==> src/rtl/tiny_loader_pkg.sv <==
// tiny_loader_pkg: shared loader state encodings and word width
package tiny_loader_pkg;
  localparam int LD_DW = 16;
  localparam logic [2:0] LD_IDLE = 3'd0;
  localparam logic [2:0] LD_LEN  = 3'd1;
  localparam logic [2:0] LD_DATA = 3'd2;
  localparam logic [2:0] LD_SUM  = 3'd3;
  localparam logic [2:0] LD_RUN  = 3'd4;
  localparam logic [2:0] LD_DONE = 3'd5;
  localparam logic [2:0] LD_ERR  = 3'd6;
endpackage

==> src/rtl/tiny_loader_byte_pack.sv <==
// tiny_byte_pack: pairs big-endian host bytes into words with a hi/lo phase flag
module tiny_byte_pack
  import tiny_loader_pkg::*;
(
  input  logic             clk,
  input  logic             reset,
  input  logic             clr,
  input  logic             take,
  input  logic [7:0]       byte_in,
  output logic             word_done,
  output logic [LD_DW-1:0] word
);
  logic       phase_q, phase_d;
  logic [7:0] hi_q, hi_d;
  assign word_done = take & phase_q;
  assign word      = {hi_q, byte_in};
  // phase toggles per accepted byte; the first byte of a pair is latched as the high byte
  always_comb begin
    phase_d = clr ? 1'b0 : take ? ~phase_q : phase_q;
    hi_d    = (take & ~phase_q) ? byte_in : hi_q;
  end
  // phase and high-byte registers
  always_ff @(posedge clk or negedge reset) begin
    if (!reset) begin
      phase_q <= 1'b0;
      hi_q    <= '0;
    end else begin
      phase_q <= phase_d;
      hi_q    <= hi_d;
    end
  end
endmodule

==> src/rtl/tiny_loader.sv <==
// tiny_loader: loads a checksummed program image into CPU RAM and releases the CPU
module tiny_loader
  import tiny_loader_pkg::*;
#(
  parameter int ADDR_W = 12,
  parameter int DEPTH  = 4096
) (
  input  logic              clk,
  input  logic              reset,
  input  logic              start,
  input  logic [7:0]        in_data,
  input  logic              in_valid,
  output logic              in_ready,
  output logic              ram_load,
  output logic [ADDR_W-1:0] ram_addr,
  output logic [LD_DW-1:0]  ram_d,
  output logic              cpu_hold,
  output logic              cpu_run,
  output logic              busy,
  output logic              done,
  output logic              err
);
  logic [2:0]        state_q, state_d;
  logic [ADDR_W:0]   idx_q, idx_d, n_q, n_d;
  logic [LD_DW-1:0]  sum_q, sum_d, ram_d_q, ram_d_d;
  logic [ADDR_W-1:0] ram_addr_q, ram_addr_d;
  logic              done_q, done_d, err_q, err_d, hold_q, hold_d, load_q, load_d;
  logic              wd, len_ok;
  logic [LD_DW-1:0]  w;
  assign in_ready = state_q inside {LD_LEN, LD_DATA, LD_SUM};
  assign cpu_run  = state_q == LD_RUN;
  assign busy     = in_ready | cpu_run;
  assign cpu_hold = hold_q;
  assign done     = done_q;
  assign err      = err_q;
  assign ram_load = load_q;
  assign ram_addr = ram_addr_q;
  assign ram_d    = ram_d_q;
  assign len_ok   = (w != '0) && (32'(w) <= DEPTH);
  // the phase flag restarts on every state change so each state begins on a high byte
  tiny_byte_pack u_pack (
    .clk       (clk),
    .reset     (reset),
    .clr       (state_d != state_q),
    .take      (in_valid & in_ready),
    .byte_in   (in_data),
    .word_done (wd),
    .word      (w)
  );
  // loader FSM: length check, data writes with running checksum, checksum verify, CPU release
  always_comb begin
    state_d    = state_q;
    idx_d      = idx_q;
    n_d        = n_q;
    sum_d      = sum_q;
    done_d     = done_q;
    err_d      = err_q;
    hold_d     = hold_q;
    load_d     = 1'b0;
    ram_addr_d = ram_addr_q;
    ram_d_d    = ram_d_q;
    case (state_q)
      LD_IDLE, LD_DONE, LD_ERR: if (start) begin
        state_d = LD_LEN;
        idx_d   = '0;
        sum_d   = '0;
        done_d  = 1'b0;
        err_d   = 1'b0;
        hold_d  = 1'b1;
      end
      LD_LEN: if (wd) begin
        n_d     = (ADDR_W+1)'(w);
        state_d = len_ok ? LD_DATA : LD_ERR;
        err_d   = ~len_ok;
      end
      LD_DATA: if (wd) begin
        load_d     = 1'b1;
        ram_addr_d = idx_q[ADDR_W-1:0];
        ram_d_d    = w;
        sum_d      = sum_q + w;
        idx_d      = idx_q + 1'b1;
        state_d    = (idx_q == n_q - 1'b1) ? LD_SUM : LD_DATA;
      end
      LD_SUM: if (wd) begin
        state_d = (w == sum_q) ? LD_RUN : LD_ERR;
        hold_d  = w != sum_q;
        err_d   = w != sum_q;
      end
      LD_RUN: begin
        state_d = LD_DONE;
        done_d  = 1'b1;
      end
      default: state_d = LD_IDLE;
    endcase
  end
  // state, counters and registered RAM write port
  always_ff @(posedge clk or negedge reset) begin
    if (!reset) begin
      state_q    <= LD_IDLE;
      idx_q      <= '0;
      n_q        <= '0;
      sum_q      <= '0;
      done_q     <= 1'b0;
      err_q      <= 1'b0;
      hold_q     <= 1'b0;
      load_q     <= 1'b0;
      ram_addr_q <= '0;
      ram_d_q    <= '0;
    end else begin
      state_q    <= state_d;
      idx_q      <= idx_d;
      n_q        <= n_d;
      sum_q      <= sum_d;
      done_q     <= done_d;
      err_q      <= err_d;
      hold_q     <= hold_d;
      load_q     <= load_d;
      ram_addr_q <= ram_addr_d;
      ram_d_q    <= ram_d_d;
    end
  end
endmodule

==> config.mk <==
export PLATFORM = sky130hd
export DESIGN_NAME = tiny_loader
export DESIGN_NICKNAME = d
export VERILOG_FILES = /design/src/rtl/tiny_loader_pkg.sv /design/src/rtl/tiny_loader_byte_pack.sv /design/src/rtl/tiny_loader.sv
export SDC_FILE = /design/constraint.sdc
export NUM_CORES = 1
export LEC_CHECK = 0
export BUFFER_PORTS_ARGS = -buffer_cell sky130_fd_sc_hd__buf_2
export CORE_UTILIZATION = 30
export CTS_CLUSTER_SIZE = 28
export DETAILED_ROUTE_END_ITERATION = 6
export PLACE_DENSITY_LB_ADDON = 0.12
export SYNTH_ARGS = -nofsm -noshare
export SYNTH_HDL_FRONTEND = slang
export SYNTH_SLANG_ARGS = --single-unit
==> constraint.sdc <==
create_clock -name clk -period 3 [get_ports clk]
set_input_delay 0.6 -clock clk [delete_from_list [all_inputs] [get_ports clk]]
set_output_delay 0.6 -clock clk [all_outputs]
set_load 0.1 [all_outputs]
Word level (Yosys, flattened, before mapping)
Index checks and enable logic that the tools add are counted.
W data, S select, Z words.

storage, ports and cells
  register bits after elaboration = 86
  bits of input ports = 12
  logic and storage cells = 77

operators by class
  mux-type cells = 25
  reductions and logical operators = 16
  bitwise operators = 6
  equal/unequal tests = 14
  add/subtract/negate cells = 3
  $lt $le $gt $ge = 1

operator list
  kind                     number
  $mux W16                 2
  $pmux W16 S2             1
  $mux W13                 2
  $pmux W13 S2             1
  $add A16 B16 Y16         1
  $eq A16 B16 Y1           1
  $le A16 B13 Y1 const B   1
  $ne A16 B16 Y1           1
  $reduce_bool A16 Y1      1
  $mux W3                  5
  $pmux W3 S5              1
  $add A13 B1 Y13 const B  1
  $eq A13 B13 Y1           1
  $sub A13 B1 Y13 const B  1
  $eq A3 B3 Y1 const B     3
  $mux W1                  9
  $reduce_bool A2 Y1       4
  $eq A3 B2 Y1 const B     2
  $ne A2 B1 Y1 const B     3
  $reduce_and A2 Y1        3
  $reduce_and A3 Y1        2
  $reduce_bool A3 Y1       2
  $pmux W1 S2              2
  $reduce_and A4 Y1        1
  other kinds (11)         14

Logic depth before layout (Yosys ltp)
Gate-level depths: netlist of the first run.

  depth in word-level cells = 8
  mapped depth = 8
  depth with buffers taken out = 8

Modules after synthesis
Synthesis of the first run repeated with hierarchy kept, for this count alone.

unflattened totals
  cells, all modules = 527
  area, all modules = 4885.9 sq um

by module, submodules not included
  module          cells each  area each (sq um)  seq. area each (sq um)  instances
  tiny_loader     497         4435.5             1926.8                  1
  tiny_byte_pack  30          450.4              225.2                   1

Least setup slack after synthesis of the first run
OpenSTA, ideal clock, no wires.

  path type = reg2out
  start = reg state_q[1]
  end = out busy
  path slack = 0.225 ns
  stages on the path, launching flop included = 4
  required time = 2.400 ns
  data arrival time = 2.175 ns
  cell sequence = dfrtp_1 -> buf_2 -> nor2_1 -> xnor2_1

on the way
  cells in the longest elaborated chain, start to end = 3

ends and longest elaborated chain
  item                                          line                RTL
  start: declaration                            tiny_loader.sv:23   logic [2:0] state_q, state_d;
  start signal: assignment                      tiny_loader.sv:110  state_q <= state_d;
  $eq A3 B1 Y1 or $eq A3 B2 Y1 (tied branches)  tiny_loader.sv:30   assign in_ready = state_q inside {LD_LEN, LD_DATA, LD_SUM};
  $reduce_bool A3 Y1                            tiny_loader.sv:30
  $or A1 B1 Y1 *                                tiny_loader.sv:32   assign busy = in_ready | cpu_run;
  end: declaration                              tiny_loader.sv:19   output logic busy,

Every way passes the cells marked *; elsewhere a longest branch is shown, timed or not.

Worst setup path after layout of the first run
  start = reg state_q[2]
  end = reg idx_q[12]

on the way
  cells in the longest elaborated chain, start to end = 6

ends and longest elaborated chain
  item                                        line                         RTL
  $eq A3 B1 Y1, or another cell as far along  tiny_loader.sv:30
  $reduce_bool A3 Y1                          tiny_loader.sv:30
  $and A1 B1 Y1                               tiny_loader.sv:45            .take (in_valid & in_ready),
  $and A1 B1 Y1                               tiny_loader_byte_pack.sv:15  assign word_done = take & phase_q;
  $ne A2 B1 Y1 (no source line)               --
  $reduce_and A3 Y1 (no source line)          --
  end signal: assignment                      tiny_loader.sv:111           idx_q <= idx_d;
  end: declaration                            tiny_loader.sv:24            logic [ADDR_W:0] idx_q, idx_d, n_q, n_d;

Parallel ways exist; a longest one is shown, timed or not.
A chain may end at the register's enable or synchronous reset.

==> out/metrics.cfg, run 1 <==
[route]
drt_iter0_markers = 204
via_per_inst = 4.98
drtPass1Iterations = 4
antenna_left = 0
route.detailed.drc = 0
vias = 3847
wl_per_cell_um = 16.9
drt-total-wl_mm = 13.1

[place]
post-dp-hpwl_mm = 9.48
numPortBuffers = 46
place.gp.congestion = 0.811

[critical_path]
end_kind = flip-flop
required_ns = 3.22
path_class = flip-flop to flip-flop
crit_fanout = 18
start_kind = flip-flop
crit_arrival_ns = 2.83

[cts]
cts_root_buf = clkbuf_16
worst_setup_hold_path_clk_slew_ns = 0.07
tritoncts = yes
cts_made_buffers = 9
cts_buffer_depth = 2
clkLatencyLatePin_ns = 0.35
cts.sinks = 86
ctsHtreeMaxLevel = 3
ctsResizeCount = 0
postCtsSetupBuffers = 0
ctsHoldBuffers = 0

[timing]
setup_tns_ns = 0
layout_min_cycle_time_ns = 2.61
finClkSkew_ns = 0.00658
slew_headroom_pct = 54.9
fmax_mhz = 383
rsz0062_at_grt = no
setup_violations = 0
slew_viol_final = 0
hold_viol = 0
fin_hold_ws_ns = 0.270
post-route-period-util_pct = 87.0
worstMarginPinSlew_ns = 0.676

[synth]
synth_top_area_share_pct = 44.9
synth_area_per_cell_sq_um = 9.40
ys_ff_latch = 86
async_flop_share_pct = 100
ys_types = 59
seq_area_frac_synth_pct = 44.9
ys.flop_type = dfrtp_1
synth_edf_count = 0
syn_inst = 510
syn_nets = 540
yosys_warnings = 0
yosysTopAreaCell = dfrtp_1
syn_area_sq_um = 4790
synth_area_leaders = dfrtp_1 45%, nand2_1 8.1%, xnor2_1 5.1%

[global_route]
grt_pass1_wl_mm = 21.1
grt_max_degree = 54
grt_pass1_vias = 3839
grt_util_all_layers_pct = 17.0
overflow = 0
antenna_found_initial = 0

[power]
vdd_drop_max_mv = 0.692
fin_total_pwr_mw = 6.32
leakage_nw = 2.57
p_per_area_nw_per_um2 = 1130

[floorplanning]
start_util_pct = 31.2
die_area_sq_um = 16500
row_count = 45
num_io_pins = 47
core_area_sq_um = 15400
die_w_um = 128
die_h_um = 128

[finish]
fin_util_pct = 36.4
syn2layout_area_growth_pct = 16.6
n_antenna_cell = 0
nFillCells = 1612
finalNetCount = 587
drive_gt1_share_pct = 19.6

[job]
cap_violations = 0

[worst_hold_path]
worst_hold_path_type = primary input to async pin

[run_status]
outcome = finished, final reports clean

## final cells by class
type                    count  area, sq um  share of cell area [%]
clock inverters             6         48.8                   0.873
well taps                 211          264                    4.72
inverters                  13         48.8                   0.873
repair buffers             63          373                    6.67
clock buffers              10          229                    4.10
flip-flops and latches     86         2150                    38.5
multi-input cells         384         2470                    44.3
## cell usage after synthesis (2+ instances only)
| master | instances |
|---|---|
| o21bai_1 | 4 |
| mux2_2 | 19 |
| a41o_1 | 3 |
| o2111ai_1 | 6 |
| nor3_1 | 8 |
| nor4_1 | 11 |
| nor4b_1 | 2 |
| xor2_1 | 10 |
| clkbuf_1 | 15 |
| and2_1 | 3 |
| mux2i_1 | 7 |
| nand4_1 | 3 |
| o21a_1 | 4 |
| o221ai_1 | 2 |
| buf_2 | 9 |
| a211oi_1 | 2 |
| inv_1 | 12 |
| nand2_1 | 103 |
| a2111oi_2 | 2 |
| o21ai_0 | 32 |
| nor2_1 | 30 |
| nand2b_1 | 3 |
| a21oi_1 | 16 |
| dfrtp_1 | 86 |
| xnor2_1 | 28 |
| ha_1 | 17 |
| or2_2 | 3 |
| and3_1 | 3 |
| a31oi_1 | 5 |
| nor3b_1 | 4 |
| nor2b_1 | 4 |
| nand3_1 | 20 |
| a21o_1 | 7 |
| o21ai_1 | 2 |
## cells in the final DEF (no fill, tap or decap), drive strengths merged, types with 4 or more instances in the layout
cell       n
a31oi      5
o21a       4
nand3     20
nand2    103
a21o       7
buf       63
nor2b      4
o21bai     4
dfrtp     86
xor2      10
mux2i      7
o21ai     34
nor3       8
nor4      12
clkinv     4
nor3b      4
clkbuf    10
inv       12
o2111ai    6
mux2      19
nor2      30
ha        17
a21oi     16
xnor2     28
## per-stage QoR
stage	setup WS [ns]	std cells	area, sq um
after floorplan	0.225	510	4790
after detailed placement	0.259	757	5310
after global routing	0.149	773	5590
after CTS	0.326	773	5590
after global placement	0.288	757	5310
final	0.391	773	5590
## registers in the layout, indices dropped and copies added (netlist names)
signal          flops
u_pack.hi_q         8
n_q                13
err                 1
done                1
ram_addr           12
state_q             3
sum_q              16
ram_load            1
cpu_hold            1
u_pack.phase_q      1
idx_q              13
ram_d              16
## layer usage
layer  track usage [%]  routed length (um)  share of wire [%]
met1              23.5                6420                 49
met3              3.53                 438                3.4
met2              26.6                6000                 46
met4              5.67                 193                1.5
met5                 0                   0                  0
## power breakdown
group | total (mW) | switching (mW) | leakage [nW] | internal, mW
clock | 1.06 | 0.497 | 0.125 | 0.566
sequential | 1.95 | 0.421 | 1.13 | 1.53
combinational | 3.30 | 2.29 | 1.32 | 1.02
## worst max-delay path: stages (launching register included)
cell	delay (ns)
dfrtp_1	0.56
nand2b_1	0.17
or3_2	0.37
clkinv_1	0.65
o2111ai_1	0.46
xor2_1	0.18
nor2_1	0.05
## final timing paths
| kind | start | endpoint | slack (ns) | cells after the start |
|---|---|---|---|---|
| min in group clk | ram_addr[6] | ram_addr[6] | 0.47 | 2 |
| worst max-delay path | state_q[2] | idx_q[12] | 0.39 | 6 |
| worst min-delay path | reset | u_pack.phase_q | 0.27 | 1 |
| worst max register to register | state_q[2] | idx_q[12] | 0.39 | 6 |
| worst min register to register | ram_addr[6] | ram_addr[6] | 0.47 | 2 |
| max in group asynchronous | reset | sum_q[10] | 2.08 | 2 |
## kinds of logic after synthesis
family,count (synthesis),synth area share (%)
adder cells (fa/ha/maj),18,4.86
AO/OA/AOI/OAI,96,13.5
buffers and inverters,40,3.60
AND/OR/NAND/NOR,206,20.2
flip-flops,86,44.9
multiplexers,26,5.93
XOR/XNOR,38,6.94
(Power assumes the default switching activity.)
==> run 2: changes to the inputs <==
Settings changed: ABC_AREA set to 1, CORE_UTILIZATION 30 to 50.
==> out/metrics.cfg, run 2 <==
[route]
via_per_inst = 5.25
vias = 4119
drt_iter0_markers = 151
drt-total-wl_mm = 11.1
drtPass1Iterations = 5
antenna_left = 0
wl_per_cell_um = 14.2
route.detailed.drc = 0

[critical_path]
startpoint = state_q[0]
required_ns = 2.40
end_kind = output pin
r2r-start = sum_q[0]
crit_arrival_ns = 1.80
crit_fanout = 7
path_class = flip-flop to output pin
start_kind = flip-flop

[floorplanning]
core_area_sq_um = 9240
num_io_pins = 47
start_util_pct = 51.7
die_area_sq_um = 9950
row_count = 35
die_w_um = 99.7
die_h_um = 99.7

[timing]
fmax_mhz = 417
finClkSkew_ns = 0.0115
layout_min_cycle_time_ns = 2.40
setup_tns_ns = 0
slew_headroom_pct = 61.1
rsz0062_at_grt = no
hold_viol = 0
fin_ws_ns = 0.601
setup_violations = 0
slew_viol_final = 0
post-route-period-util_pct = 80.0
worstMarginPinSlew_ns = 0.582

[cts]
clkLatencyLatePin_ns = 0.36
cts_root_buf = clkbuf_8
cts_buffer_depth = 2
ctsHtreeMaxLevel = 3
worst_setup_hold_path_clk_slew_ns = 0.09
cts.sinks = 86
cts_made_buffers = 9
tritoncts = yes
ctsResizeCount = 0
ctsHoldBuffers = 0
postCtsSetupBuffers = 0

[power]
p_per_area_nw_per_um2 = 1170
fin_total_pwr_mw = 6.25
leakage_nw = 2.72
vdd_drop_max_mv = 0.675

[synth]
synth_edf_count = 0
yosys_warnings = 0
syn_area_sq_um = 4780
syn_nets = 634
synth_most_common_cell = nand2_1
synth_area_per_cell_sq_um = 7.91
syn_inst = 604
ys.flop_type = dfrtp_1
seq_area_frac_synth_pct = 45.0
async_flop_share_pct = 100
yosysTopAreaCell = dfrtp_1
synth_top_area_share_pct = 45.0
ys_types = 43
synth_area_leaders = dfrtp_1 45%, nand2_1 14%, o21ai_0 7.0%
ys_ff_latch = 86
ys_top_cells_by_count = 176 x nand2_1, 86 x dfrtp_1, 67 x o21ai_0, 49 x nor2_1, 48 x inv_1

[place]
numPortBuffers = 46
place_ws_ns = 0.625
place.gp.congestion = 0.895
post-dp-hpwl_mm = 8.28

[worst_hold_path]
worst_hold_path_type = primary input to async pin

[global_route]
grt_max_degree = 53
grt_util_all_layers_pct = 23.8
grt_pass1_vias = 3860
antenna_found_initial = 0
grt_pass1_wl_mm = 18.5
overflow = 0

[finish]
finalNetCount = 681
drive_gt1_share_pct = 14.5
nFillCells = 862
final_common_cell = nand2_1
n_antenna_cell = 0
fin_util_pct = 57.8
final_cell_mix = 176 x nand2_1, 86 x dfrtp_1, 67 x o21ai_0
syn2layout_area_growth_pct = 11.9

[job]
cap_violations = 0

[run_status]
outcome = finished, final reports clean

-- run 2: cells by family after synthesis --
group           count (synthesis)  share of synthesized area [%]
simple gates                  295                           27.4
compound gates                126                           14.7
flops                          86                           45.0
buf+inv                        68                           5.87
fa+ha+maj                      18                           4.87
xor+xnor                       11                           2.02
-- run 2: power by group --
group	total, mW	switching [mW]	internal, mW	leakage [nW]
Sequential	1.92	0.359	1.56	1.12
Combinational	3.52	2.66	0.864	1.50
Clock	0.809	0.482	0.327	0.0970
Total	6.25	3.50	2.75	2.72
-- run 2: metrics by stage --
stage	hold slack, ns	cell area [sq um]	std cells
6_report	0.198	5350	785
5_1_grt	0.228	5350	785
4_1_cts	0.207	5350	785
3_5_place_dp	0.460	5150	769
3_3_place_gp	0.457	5150	769
2_1_floorplan	0.304	4790	604
-- run 2: final timing paths --
check | to | slack, ns | depth (start not counted)
worst min-delay path | ram_addr[3] | 0.20 | 1
min in group clk | done | 0.48 | 2
worst max-delay path | busy | 0.60 | 4
worst min register to register | done | 0.48 | 2
worst max register to register | sum_q[10] | 0.94 | 11
max in group asynchronous | n_q[9] | 2.16 | 2
-- run 2: cell type report --
type	count	area, sq um	share of cell area, %
tap	129	161	3.02
sequential	86	2150	40.3
multi-input combinational	450	2360	44.1
timing repair buffer	49	268	5.01
inverter	55	211	3.96
clock inverter	7	72.6	1.36
clock buffer	9	124	2.32
-- run 2: routing by layer --
| metal | wire, um | up-vias | GRT usage [%] |
|---|---|---|---|
| met1 | 5160 | 1924 | 31.1 |
| li1 | - | 2095 | - |
| met3 | 417 | 16 | 3.65 |
| met5 | 0 | - | 0 |
| met4 | 230 | 0 | 7.69 |
| met2 | 5330 | 84 | 40.5 |
-- run 2: critical path, stage by stage, from the launching register on --
cell	delay (ns)
dfrtp_1	0.48
inv_2	0.16
a21oi_4	0.24
or2_2	0.14
buf_2	0.41
